## config.mk

```make
export PLATFORM = sky130hd
export DESIGN_NAME = booth_seq_ctrl
export DESIGN_NICKNAME = d
export VERILOG_FILES = /design/src/rtl/booth_seq_ctrl.sv
export SDC_FILE = /design/constraint.sdc
export NUM_CORES = 1
export LEC_CHECK = 0
export BUFFER_PORTS_ARGS = -buffer_cell sky130_fd_sc_hd__buf_2
export CORE_MARGIN = 2
export CORE_UTILIZATION = 45
export CTS_CLUSTER_SIZE = 16
export DETAILED_ROUTE_END_ITERATION = 12
export PLACE_DENSITY = 0.69
export SLEW_MARGIN = 25
export SYNTH_ARGS = -nofsm -noshare
export SYNTH_HDL_FRONTEND = slang
export SYNTH_SLANG_ARGS = --single-unit
```

## constraint.sdc

```tcl
create_clock -name clk -period 1.6 [get_ports clk]
set_input_delay 0.4 -clock clk [delete_from_list [all_inputs] [get_ports clk]]
set_output_delay 0.4 -clock clk [all_outputs]
set_load 0.01 [all_outputs]
```

## src/rtl/booth_seq_ctrl.sv

```systemverilog
`default_nettype none
// ============================================================================
//  Module      : booth_seq_ctrl
//  Description : Control sequencer for a radix-2 Booth multiplier datapath.
//                Loads M/Q, clears A and Q-1, then runs WIDTH test/add-sub/
//                shift iterations before strobing A and Q onto the outbus.
//  Revision    : 1.0  initial release
// ============================================================================
module booth_seq_ctrl #(
    parameter  int WIDTH = 8,
    localparam int CNT_W = (WIDTH > 1) ? $clog2(WIDTH) : 1
) (
    input  logic             clk,
    input  logic             reset,      // asynchronous, active-low
    input  logic             start,
    input  logic             q0,
    input  logic             q_m1,
    output logic             busy,
    output logic             done,
    output logic             load_m,
    output logic             load_q,
    output logic             clr_a,
    output logic             clr_q_m1,
    output logic             load_a,
    output logic             sel_sub,
    output logic             shift_en,
    output logic             out_a,
    output logic             out_q,
    output logic [CNT_W-1:0] iter
);

    // Last iteration index; SHIFT with this count leaves the loop.
    localparam logic [CNT_W-1:0] c_iter_last = CNT_W'(WIDTH - 1);

    typedef enum logic [3:0] {
        S_IDLE   = 4'd0,
        S_LOAD_M = 4'd1,
        S_LOAD_Q = 4'd2,
        S_TEST   = 4'd3,
        S_ADD    = 4'd4,
        S_SUB    = 4'd5,
        S_SHIFT  = 4'd6,
        S_OUT_A  = 4'd7,
        S_OUT_Q  = 4'd8,
        S_DONE   = 4'd9
    } state_t;

    // Registered strobe bundle; always equals the decode of r_state.
    typedef struct packed {
        logic busy;
        logic done;
        logic load_m;
        logic load_q;
        logic clr_a;
        logic clr_q_m1;
        logic load_a;
        logic sel_sub;
        logic shift_en;
        logic out_a;
        logic out_q;
    } outs_t;

    state_t           r_state;
    outs_t            r_outs;
    logic [CNT_W-1:0] r_iter;

    // Strobe decode for a given state. Loading the output register with the
    // decode of the next state keeps outputs Moore-style and glitch-free.
    function automatic outs_t f_decode(input state_t s);
        outs_t o;
        o          = '0;
        o.busy     = (s != S_IDLE);
        case (s)
            S_LOAD_M: o.load_m = 1'b1;
            S_LOAD_Q: begin
                o.load_q   = 1'b1;
                o.clr_a    = 1'b1;
                o.clr_q_m1 = 1'b1;
            end
            S_ADD:    o.load_a = 1'b1;
            S_SUB: begin
                o.load_a  = 1'b1;
                o.sel_sub = 1'b1;
            end
            S_SHIFT:  o.shift_en = 1'b1;
            S_OUT_A:  o.out_a    = 1'b1;
            S_OUT_Q:  o.out_q    = 1'b1;
            S_DONE:   o.done     = 1'b1;
            default:  ;
        endcase
        return o;
    endfunction

    // Sequencer: state, iteration count and registered strobes.
    always_ff @(posedge clk or negedge reset) begin
        if (!reset) begin
            r_state <= S_IDLE;
            r_outs  <= '0;
            r_iter  <= '0;
        end else begin
            case (r_state)
                S_IDLE: begin
                    // start is only honoured here; elsewhere it is ignored.
                    if (start) begin
                        r_state <= S_LOAD_M;
                        r_outs  <= f_decode(S_LOAD_M);
                    end else begin
                        r_state <= S_IDLE;
                        r_outs  <= f_decode(S_IDLE);
                    end
                end
                S_LOAD_M: begin
                    r_state <= S_LOAD_Q;
                    r_outs  <= f_decode(S_LOAD_Q);
                end
                S_LOAD_Q: begin
                    r_iter  <= '0;
                    r_state <= S_TEST;
                    r_outs  <= f_decode(S_TEST);
                end
                S_TEST: begin
                    // Booth recoding of the current multiplier bit pair.
                    case ({q0, q_m1})
                        2'b10: begin
                            r_state <= S_SUB;
                            r_outs  <= f_decode(S_SUB);
                        end
                        2'b01: begin
                            r_state <= S_ADD;
                            r_outs  <= f_decode(S_ADD);
                        end
                        default: begin
                            r_state <= S_SHIFT;
                            r_outs  <= f_decode(S_SHIFT);
                        end
                    endcase
                end
                S_ADD, S_SUB: begin
                    r_state <= S_SHIFT;
                    r_outs  <= f_decode(S_SHIFT);
                end
                S_SHIFT: begin
                    // Count wraps naturally when WIDTH is a power of two.
                    r_iter <= r_iter + 1'b1;
                    if (r_iter == c_iter_last) begin
                        r_state <= S_OUT_A;
                        r_outs  <= f_decode(S_OUT_A);
                    end else begin
                        r_state <= S_TEST;
                        r_outs  <= f_decode(S_TEST);
                    end
                end
                S_OUT_A: begin
                    r_state <= S_OUT_Q;
                    r_outs  <= f_decode(S_OUT_Q);
                end
                S_OUT_Q: begin
                    r_state <= S_DONE;
                    r_outs  <= f_decode(S_DONE);
                end
                S_DONE: begin
                    r_state <= S_IDLE;
                    r_outs  <= f_decode(S_IDLE);
                end
                default: begin
                    r_state <= S_IDLE;
                    r_outs  <= f_decode(S_IDLE);
                end
            endcase
        end
    end

    assign busy     = r_outs.busy;
    assign done     = r_outs.done;
    assign load_m   = r_outs.load_m;
    assign load_q   = r_outs.load_q;
    assign clr_a    = r_outs.clr_a;
    assign clr_q_m1 = r_outs.clr_q_m1;
    assign load_a   = r_outs.load_a;
    assign sel_sub  = r_outs.sel_sub;
    assign shift_en = r_outs.shift_en;
    assign out_a    = r_outs.out_a;
    assign out_q    = r_outs.out_q;
    assign iter     = r_iter;

endmodule
`default_nettype wire
```

## After elaboration in Yosys (flattened, before gate mapping)

Index checks and enable logic that the tools add are counted.

| operators by class | value |
|---|---|
| add/subtract/negate cells | 1 |
| $mul | 0 |
| div/mod/pow operators | 0 |
| $lt $le $gt $ge | 0 |
| equal/unequal tests | 11 |
| shift operators | 0 |
| mux-type cells | 9 |
| bitwise operators | 0 |
| reductions and logical operators | 3 |

Operators by type and width:

| cell | count |
|---|---|
| one-hot mux 11 bit (8 select lines) | 1 |
| one-hot mux 4 bit (8 select lines) | 1 |
| == test 4 x 3 -> 1 bit, second input constant | 4 |
| two-way mux 11 bit | 1 |
| one-hot mux 5 bit (2 select lines) | 1 |
| == test 4 x 2 -> 1 bit, second input constant | 2 |
| one-hot mux 3 bit (2 select lines) | 1 |
| == test 4 x 1 -> 1 bit, second input constant | 1 |
| == test 4 bit, second input constant | 1 |
| zero test 4 bit | 1 |
| one-hot mux 2 bit (2 select lines) | 1 |
| adder 3 x 1 -> 3 bit, second input constant | 1 |
| == test 3 bit, second input constant | 1 |
| two-way mux 3 bit | 1 |
| == test 2 x 1 -> 1 bit, second input constant | 1 |
| == test 2 bit, second input constant | 1 |
| two-way mux 2 bit | 1 |
| nonzero test 2 bit | 1 |
| OR reduction 2 bit | 1 |
| two-way mux 1 bit | 1 |

| storage, ports and cells | value |
|---|---|
| register bits after elaboration | 18 |
| bits in latches | 0 |
| RAM bits | 0 |
| memory bits (read-only) | 0 |
| input bits | 5 |
| output and inout bits | 14 |
| memories | 0 |

## Longest topological paths before layout

Gate-level depths: netlist of the first run.

| logic depth | value |
|---|---|
| depth in word-level cells | 3 |
| mapped depth | 5 |
| gate-level depth less buffers | 5 |

## Worst setup path after synthesis of the first run

No wires, ideal clock.

| timing path | value |
|---|---|
| path kind | flip-flop to flip-flop |
| start | register r_state[0] |
| end | register r_iter[0] (netlist: iter[0]) |
| library setup time | 0.121 ns |
| data arrival time | 1.024 ns |
| required time | 1.479 ns |
| slack | 0.455 ns |
| stages on the path, launching flop included | 5 |
| buffers on the path | 1 |
| path through | dfrtp_1 buf_6 or3b_4 nand2_1 o21ai_1 |

| between the ends | value |
|---|---|
| word-level cells in the longest chain between the ends | 2 |

Ends and longest elaborated chain:

| item | RTL line | RTL |
|---|---|---|
| from (decl) | 63 | `state_t r_state;` |
| from (signal assigned) | 97 | `r_state <= S_IDLE;` |
| from (signal assigned) | 105 | `r_state <= S_LOAD_M;` |
| from (signal assigned) | 108 | `r_state <= S_IDLE;` |
| == test 4 x 3 -> 1 bit / == test 4 x 2 -> 1 bit (equally long branches) | 101 | `case (r_state)` |
| one-hot mux 3 bit (2 select lines) / nonzero test 2 bit (equally long branches) | - |  |
| to (signal assigned) | 144 | `r_iter <= r_iter + 1'b1;` |
| to (decl) | 65 | `logic [CNT_W-1:0] r_iter;` |

Several ways; a longest one is shown, not always the timed one.
A chain may end at the register's enable or synchronous reset.

## Worst setup path after layout of the first run

| timing path | value |
|---|---|
| start | register r_state[1] |
| end | register r_state[3] |

| between the ends | value |
|---|---|
| word-level cells in the longest chain between the ends | 3 |

Ends and longest elaborated chain:

| item | RTL line |
|---|---|
| == test 4 x 3 -> 1 bit | 101 |
| OR reduction 2 bit | 101 |
| one-hot mux 4 bit (8 select lines) * | 101 |

Mark *: on every way between the ends. The rest lies on a longest branch, timed or not.

==> results.cfg, run 1 <==
[logic_synthesis]
ys_warn_count = 0
yosysMostFrequentCell = dfrtp_1
yosysSeqAreaShare_pct = 56.44
synthCells = 65
synth_top_area_share_pct = 56.44
synthesis.area_um2 = 709.4
synthTopCellsByCount = dfrtp_1 (16), nand2_1 (7), nand2b_1 (5)
async_flop_share_pct = 100.0
avgSynthCellArea_um2 = 10.91
synth-edff-count = 0
synth.net_count = 73
synth_flop_cell = dfrtp_1
ys_ff_latch = 16
synth_area_leaders = dfrtp_1 (56%), ha_1 (5.3%), nand2b_1 (4.4%), nand2_1 (3.7%), buf_6 (3.2%)
yosysUniqueCellTypes = 22
synth_top_area_cell = dfrtp_1

[clocking]
postCtsSetupBuffers = 0
cts.htree.levels = 1
cts-resized-gates = 0
cts_tree = yes
clock_sinks = 16
holdBufCountCts = 0
clockBufferDepth = 2
cts_made_buffers = 3
clk_pin_slew_worst_paths_ps = 90
insertion_delay_ps = 280
clockRootBuffer = clkbuf_4

[detailed_routing]
vias = 512
first_pass_iters = 4
drc = 0
via_per_inst = 5.278
drtAntennaViolNets = 0
wl_per_cell_um = 11.23
drt-total-wl_mm = 1.089
drt_iter0_markers = 9

[placement]
port_buffers = 18
dp_hpwl_um = 771.1
pre_cts_slack_ps = 365.1
gp_congestion = 0.7852

[critical_path]
reg2reg_slack_ps = 350
worstPathRequired_ps = 1830
reg2reg_to = r_state[3]
reg2reg_depth = 3
crit_type = reg2reg
arrival_ps = 1480
reg2reg_from = r_state[1]
end_kind = flip-flop
startpoint_type = flip-flop
crit_fanout = 12

[sta]
slew_headroom_pct = 73.46
worst_slack_ps = 345.5
timing.final.crit_share_pct = 78.41
finalClockSkew_ps = 2.287
slew_violations = 0
setup_tns_ps = 0
tightest_slew_ps = 395.0
hold_viol_final = 0
setup_viol = 0
max_freq_mhz = 797.1
grt_setup_unrepaired = no
layout_min_cycle_time_ps = 1255

[floorplan]
rows = 14
fp.dieH_um = 43.71
coreArea_um2 = 1489
start_util_pct = 47.65
chipWidth_um = 43.71
ios = 19
dieArea_um2 = 1910

[power_and_ir_drop]
p_seq_share_pct = 49.3
power_frac_comb_pct = 35.8
p_int_mw = 0.8498
leakagePower_nw = 0.4201
power_switching_mw = 0.5214
powerDensity_nw_per_um2 = 1710
power_frac_clock_pct = 14.9
vdd_drop_max_mv = 0.6767
p_sw_share_pct = 38.03

[global_routing]
first_global_vias = 406
grt_use_total_pct = 13.21
antenna_found_initial = 0
grt_max_degree = 17
overflow = 0
grt_pass1_wl_mm = 1.800

[final_layout]
fin_nets = 91
layout-drive-gt1-share_pct = 28.40
n_antenna_cell = 0
area_growth_pct = 13.05

[job]
maxCapViolations = 0

[run_status]
status = completed

[min_path]
hp-class = in2async
==> sequential cells by signal, summed over array words and instances, names as in the netlist <==
signal / count
r_state: 4
iter: 3
busy: 1
clr_a: 1
done: 1
load_a: 1
load_m: 1
out_a: 1
out_q: 1
sel_sub: 1
shift_en: 1
==> kinds of logic after synthesis <==
family	count (synthesis)	synth area share, %
AND/OR/NAND/NOR	28	21.87
adder cells (fa/ha/maj)	3	5.292
multiplexers	1	1.411
flip-flops	16	56.44
buffers and inverters	8	7.760
AO/OA/AOI/OAI	9	7.231
==> how the worst max path moves through the flow <==
stage | endpoint | start | depth (start not counted) | slack [ps]
floorplan | iter[0] | r_state[0] | 4 | 450
global placement | iter[1] | r_state[1] | 3 | 400
detailed placement | iter[2] | r_state[1] | 3 | 370
CTS | iter[0] | iter[0] | 1 | 350
global route | busy | r_state[1] | 2 | 230
finish | r_state[3] | r_state[1] | 3 | 350
==> worst max-delay path: stages, from the launching register on <==
cell     delay, ps
dfrtp_1        510
nor3_1         410
and2_1         190
or2_1           90
==> through the flow <==
step	hold slack (ps)	area (µm²)	total power [mW]	util, %	instances
2_1_floorplan	104.4	709.4	1.087	-	65
3_3_place_gp	323.9	779.5	1.172	52.35	94
4_1_cts	18.59	802.0	1.384	53.87	97
5_1_grt	29.03	802.0	1.482	53.87	97
3_5_place_dp	326.1	779.5	1.175	52.35	94
6_report	17.13	802.0	1.371	53.87	97
==> per-layer routing <==
layer	track usage, %	up-vias	part of all wire [%]
met5	0	-	0
met4	7.273	0	1.4
met3	3.750	2	6.0
met2	18.82	20	45
met1	18.06	233	48
li1	-	257	-
==> power groups by stage <==
stage / Combinational (mW) / Sequential [mW] / Clock, mW
floorplan: 0.457 / 0.630 / 0
global placement: 0.497 / 0.675 / 0
detailed placement: 0.494 / 0.680 / 0
CTS: 0.498 / 0.672 / 0.213
global route: 0.550 / 0.698 / 0.233
finish: 0.491 / 0.676 / 0.204
==> final cells by class <==
| class | instances | area [µm²] |
|---|---|---|
| Fill cell | 119 | 686.9 |
| Multi-Input combinational cell | 41 | 254.0 |
| Timing Repair Buffer | 19 | 97.59 |
| Inverter | 2 | 7.507 |
| Clock buffer | 3 | 22.52 |
| Tap cell | 16 | 20.02 |
| Sequential cell | 16 | 400.4 |
==> layout by cell type, fill, tap and decap left out <==
master	instances
a21o_1	1
and2_1	1
ha_1	3
buf_4	1
nand2b_1	5
a311oi_1	1
or3b_4	1
or2_1	1
o21ai_1	3
clkbuf_4	3
buf_2	18
nor4b_1	2
nand4_1	1
dfrtp_1	16
nand2_1	7
inv_1	2
nor3_1	3
mux2i_1	1
nand3b_1	1
nor4_1	2
a21oi_1	4
nor2_1	4
(Power assumes the default switching activity.)
==> run 2, diff against run 1 <==
Settings changed: CORE_UTILIZATION 45 to 44, PLACE_DENSITY 0.69 to 0.7.
Clock period 1.6 ns to 1.15 ns, I/O delays scaled along.
==> run 2 against run 1 <==
  * Power grew 54%
  * Flip-flop and latch count is the same
  * Routed wire length grew 13%
  * Highest routed layer unchanged
  * Largest power group is now combinational cells
  * Setup slack lost 320 ps
  * Worst hold slack gained 210 ps
  * Combinational power grew 99%
  * Sequential power grew 27%
==> results.cfg, run 2 (same netlist as run 1, synthesis figures left out) <==
[final_layout]
n_fill_cell = 142
largest_register_ffs = 4
layout_common_cells = buf_2 (18), dfrtp_1 (14), buf_4 (9)
top_register = r_state
area_growth_pct = 23.99
layout_commonest_cell = buf_2
layout-drive-gt1-share_pct = 37.78
fin_nets = 100
n_antenna_cell = 0

[sta]
whs_ps = 228.9
setup_tns_ps = 0
tightest_slew_ps = 343.6
slew_headroom_pct = 77.09
max_freq_mhz = 888.8
layout_min_cycle_time_ps = 1125
slew_violations = 0
hold_viol_final = 0
timing.final.crit_share_pct = 97.84
setup_viol = 0
grt_setup_unrepaired = yes
finalClockSkew_ps = 1.597

[detailed_routing]
wl_met1_um = 609
via_per_inst = 4.943
first_pass_iters = 4
drc = 0
vias = 524
wl_met2_um = 559
drtAntennaViolNets = 0
drt-total-wl_mm = 1.232
drt_iter0_markers = 11
topRoutingLayerUsed = met4
wl_per_cell_um = 11.62
wl_met3_um = 42

[clocking]
cts.htree.levels = 1
clockRootBuffer = clkbuf_4
clockBufferDepth = 2
cts_tree = yes
cts_made_buffers = 3
clk_pin_slew_worst_paths_ps = 80
clock_sinks = 16
insertion_delay_ps = 270

[floorplan]
dieArea_um2 = 1950
ios = 19
coreArea_um2 = 1506
rows = 14
fp.dieH_um = 44.16
start_util_pct = 47.09
chipWidth_um = 44.16

[global_routing]
overflow = 0
first_global_vias = 455
grt_use_total_pct = 14.09
grt_max_degree = 17
grt_pass1_wl_mm = 1.945
antenna_found_initial = 0

[critical_path]
critPathBufInv = 1
path_cells = buf_2
arrival_ps = 840
crit_fanout = 3
critical_path.top_delay_family = flip-flops
worst_path_max_delay_cell = dfrtp_1
startpoint_type = flip-flop
end_kind = primary output
critPathMaxStageDelay_ps = 410
worstPathRequired_ps = 860
crit_type = reg2out

[placement]
dp_hpwl_um = 899.6
port_buffers = 18
gp_congestion = 0.7711

[power_and_ir_drop]
vdd_drop_max_mv = 1.296
powerDensity_nw_per_um2 = 2398
leakagePower_nw = 0.4639

[run_status]
status = completed

[min_path]
hp-class = in2reg

[job]
maxCapViolations = 0
## run 2: cell count changes in the layout (fill, tap and decap cells not counted), sizes merged
cell	before	now
buf	19	27
dlygate4sd3	0	1
## run 2: metal layers
layer  vias up  GRT usage (%)
met4         0          10.91
met1       238          19.26
met2        12          19.71
met3         2          2.449
li1        272              -
met5         -              0
## run 2: where the power goes
part           internal [mW]  switching (mW)  leakage (nW)
registers              0.734           0.122         0.207
clock network          0.121           0.156        0.0138
logic                  0.479           0.497         0.243
## run 2: area by class of cell
class | count | area, µm² | share of cell area (%)
well taps | 16 | 20.02 | 2.276
clock buffers | 3 | 22.52 | 2.560
flip-flops and latches | 16 | 402.9 | 45.80
inverters | 2 | 7.507 | 0.8535
repair buffers | 28 | 167.7 | 19.06
multi-input cells | 41 | 259.0 | 29.45
## run 2: path summary, 6_finish.rpt
check	startpoint	to	slack, ps	depth (start not counted)
max in group asynchronous	reset	r_state[1]	440	2
min in group asynchronous	reset	shift_en	440	2
worst max-delay path	iter[0]	iter[0]	20	1
worst min register to register	iter[1]	iter[1]	520	2
worst min-delay path	start	load_m	230	3
worst max register to register	iter[0]	iter[2]	30	4
## run 2: worst register-to-register path: stages, from the launching register on
cell,delay (ps)
dfrtp_1,410
ha_1,210
ha_1,270
nand2_1,50
o21ai_1,110
## run 2: metrics by stage
step	setup WS, ps	util (%)	std cells	power [mW]	cell area, µm²
floorplan	4.511	-	65	1.513	709.4
global placement	27.60	54.73	100	1.772	824.5
detailed placement	5.908	54.73	100	1.795	824.5
CTS	5.521	56.89	104	2.079	857.1
global route	-12.69	58.39	106	2.266	879.6
finish	24.86	58.39	106	2.109	879.6
## run 2: timing repair
item / CTS / global route
resized for setup: 0 / 3
hold buffers: 1 / 0
endpoints found under the hold margin: 16 / 0
setup endpoints to repair: 1 / 8
buffers inserted: 0 / 2
pin swaps: 1 / 1
==> run 3, diff against run 2 <==
Settings changed: CORE_MARGIN 2 to default.
==> run 3 against run 2 <==
  * The run now ends with negative setup slack left
  * Final cell count grew 3.8%
  * Worst hold slack lost 7.0 ps
  * Utilization grew 5.1 points
  * Clock power grew 33%
  * Sequential share of layout area shrank 3.7 points
==> results.cfg, run 3 (same netlist as run 1, synthesis figures left out) <==
[run_status]
status = finished, violations left
violations = negative setup slack

[power_and_ir_drop]
p_total_mw = 2.373
vdd_drop_max_mv = 1.145
leakagePower_nw = 0.4858
powerDensity_nw_per_um2 = 2479

[sta]
slew_headroom_pct = 77.09
slew_violations = 0
layout_min_cycle_time_ps = 1154
tightest_slew_ps = 343.6
whs_ps = 221.9
setup_viol = 1
finalClockSkew_ps = 3.355
max_freq_mhz = 866.8
worst_slack_ps = -3.670
hold_viol_final = 0
grt_setup_unrepaired = yes
timing.final.crit_share_pct = 100.3

[min_path]
holdPathEnd = load_m
hold_start = start
hp-class = in2reg
whs_path_depth = 3

[final_layout]
n_fill_cell = 115
area_growth_pct = 34.92
layout-drive-gt1-share_pct = 47.87
layout_common_cells = buf_2 (18), dfrtp_1 (14), buf_4 (11)
utilization_pct = 63.54
multi_input_area_um2 = 296.5
seqCellArea_um2 = 402.9
fin_nets = 103
fin_cells = 110
n_antenna_cell = 0
largest_register_ffs = 4
layout_commonest_cell = buf_2
top_register = r_state

[detailed_routing]
drt_iter0_markers = 4
via_per_inst = 5.045
wl_per_cell_um = 12.40
drc = 0
drtAntennaViolNets = 0
vias = 555
drt-total-wl_mm = 1.364
first_pass_iters = 2

[clocking]
cts_made_buffers = 3
clock_sinks = 16
insertion_delay_ps = 280
clockRootBuffer = clkbuf_4
cts_tree = yes
clockBufferDepth = 2
clk_pin_slew_worst_paths_ps = 90
cts.htree.levels = 1

[global_routing]
first_global_vias = 483
grt_use_total_pct = 15.83
grt_max_degree = 17
overflow = 0
grt_pass1_wl_mm = 2.049
antenna_found_initial = 0

[critical_path]
arrival_ps = 1370
end_kind = flip-flop
reg2reg_slack_ps = -4
reg2reg_to = iter[2]
worstPathRequired_ps = 1360
crit_fanout = 3
reg2reg_depth = 4
startpoint_type = flip-flop
crit_type = reg2reg
reg2reg_from = iter[1]

[placement]
port_buffers = 18
dp_hpwl_um = 885.1
pre_cts_slack_ps = 19.56
gp_congestion = 0.7704
post-place-cells = 102

[floorplan]
chipWidth_um = 42.16
start_util_pct = 47.09
coreArea_um2 = 1506
fp.dieH_um = 42.16
dieArea_um2 = 1777
rows = 14
ios = 19

[job]
maxCapViolations = 0
-- run 3: worst max-delay path by stage --
stage / from / endpoint / slack (ps) / cells after the start
after floorplan: r_state[0] / iter[0] / 5 / 4
after global placement: r_state[0] / iter[1] / 30 / 3
after detailed placement: r_state[0] / iter[2] / 20 / 3
after CTS: iter[0] / iter[2] / 3 / 4
after global routing: iter[1] / iter[2] / -30 / 4
final: iter[1] / iter[2] / -4 / 4
-- run 3: worst max-delay path, cell delays in order, from the launching register on --
cell and delay [ps]:
dfrtp_1 420, ha_2 210, ha_4 260, nand2_2 50, o21ai_2 150
-- run 3: layer usage --
metal / up-vias / share of wire, % / global-route usage (%)
li1: 278 / - / -
met1: 261 / 44 / 18.49
met2: 12 / 51 / 25.94
met3: 4 / 2.6 / 3.017
met4: 0 / 2.9 / 11.25
met5: - / 0 / 0
-- run 3: cell type report --
type | count | share of cell area [%]
Clock buffer | 4 | 3.791
Timing Repair Buffer | 31 | 20.26
Inverter | 2 | 0.7843
Multi-Input combinational cell | 41 | 30.98
Tap cell | 16 | 2.092
Sequential cell | 16 | 42.09
-- run 3: timing repair --
| item | CTS | global route |
|---|---|---|
| hold endpoints to repair | 16 | 0 |
| gates resized for setup | 0 | 12 |
| setup endpoints to repair | 0 | 10 |
| hold buffers | 1 | 0 |
| setup buffers | 0 | 3 |
-- run 3: metrics by stage --
step,area (µm²),TNS (ps)
floorplan,709.4,0
global placement,839.6,0
detailed placement,839.6,0
CTS,885.9,0
global route,957.2,-86.42
finish,957.2,-3.670
-- run 3: where the power goes --
| part | internal [mW] | switching (mW) | total, mW |
|---|---|---|---|
| Clock | 0.193 | 0.176 | 0.369 |
| Combinational | 0.575 | 0.573 | 1.15 |
| Sequential | 0.733 | 0.124 | 0.856 |
| Total | 1.50 | 0.872 | 2.37 |
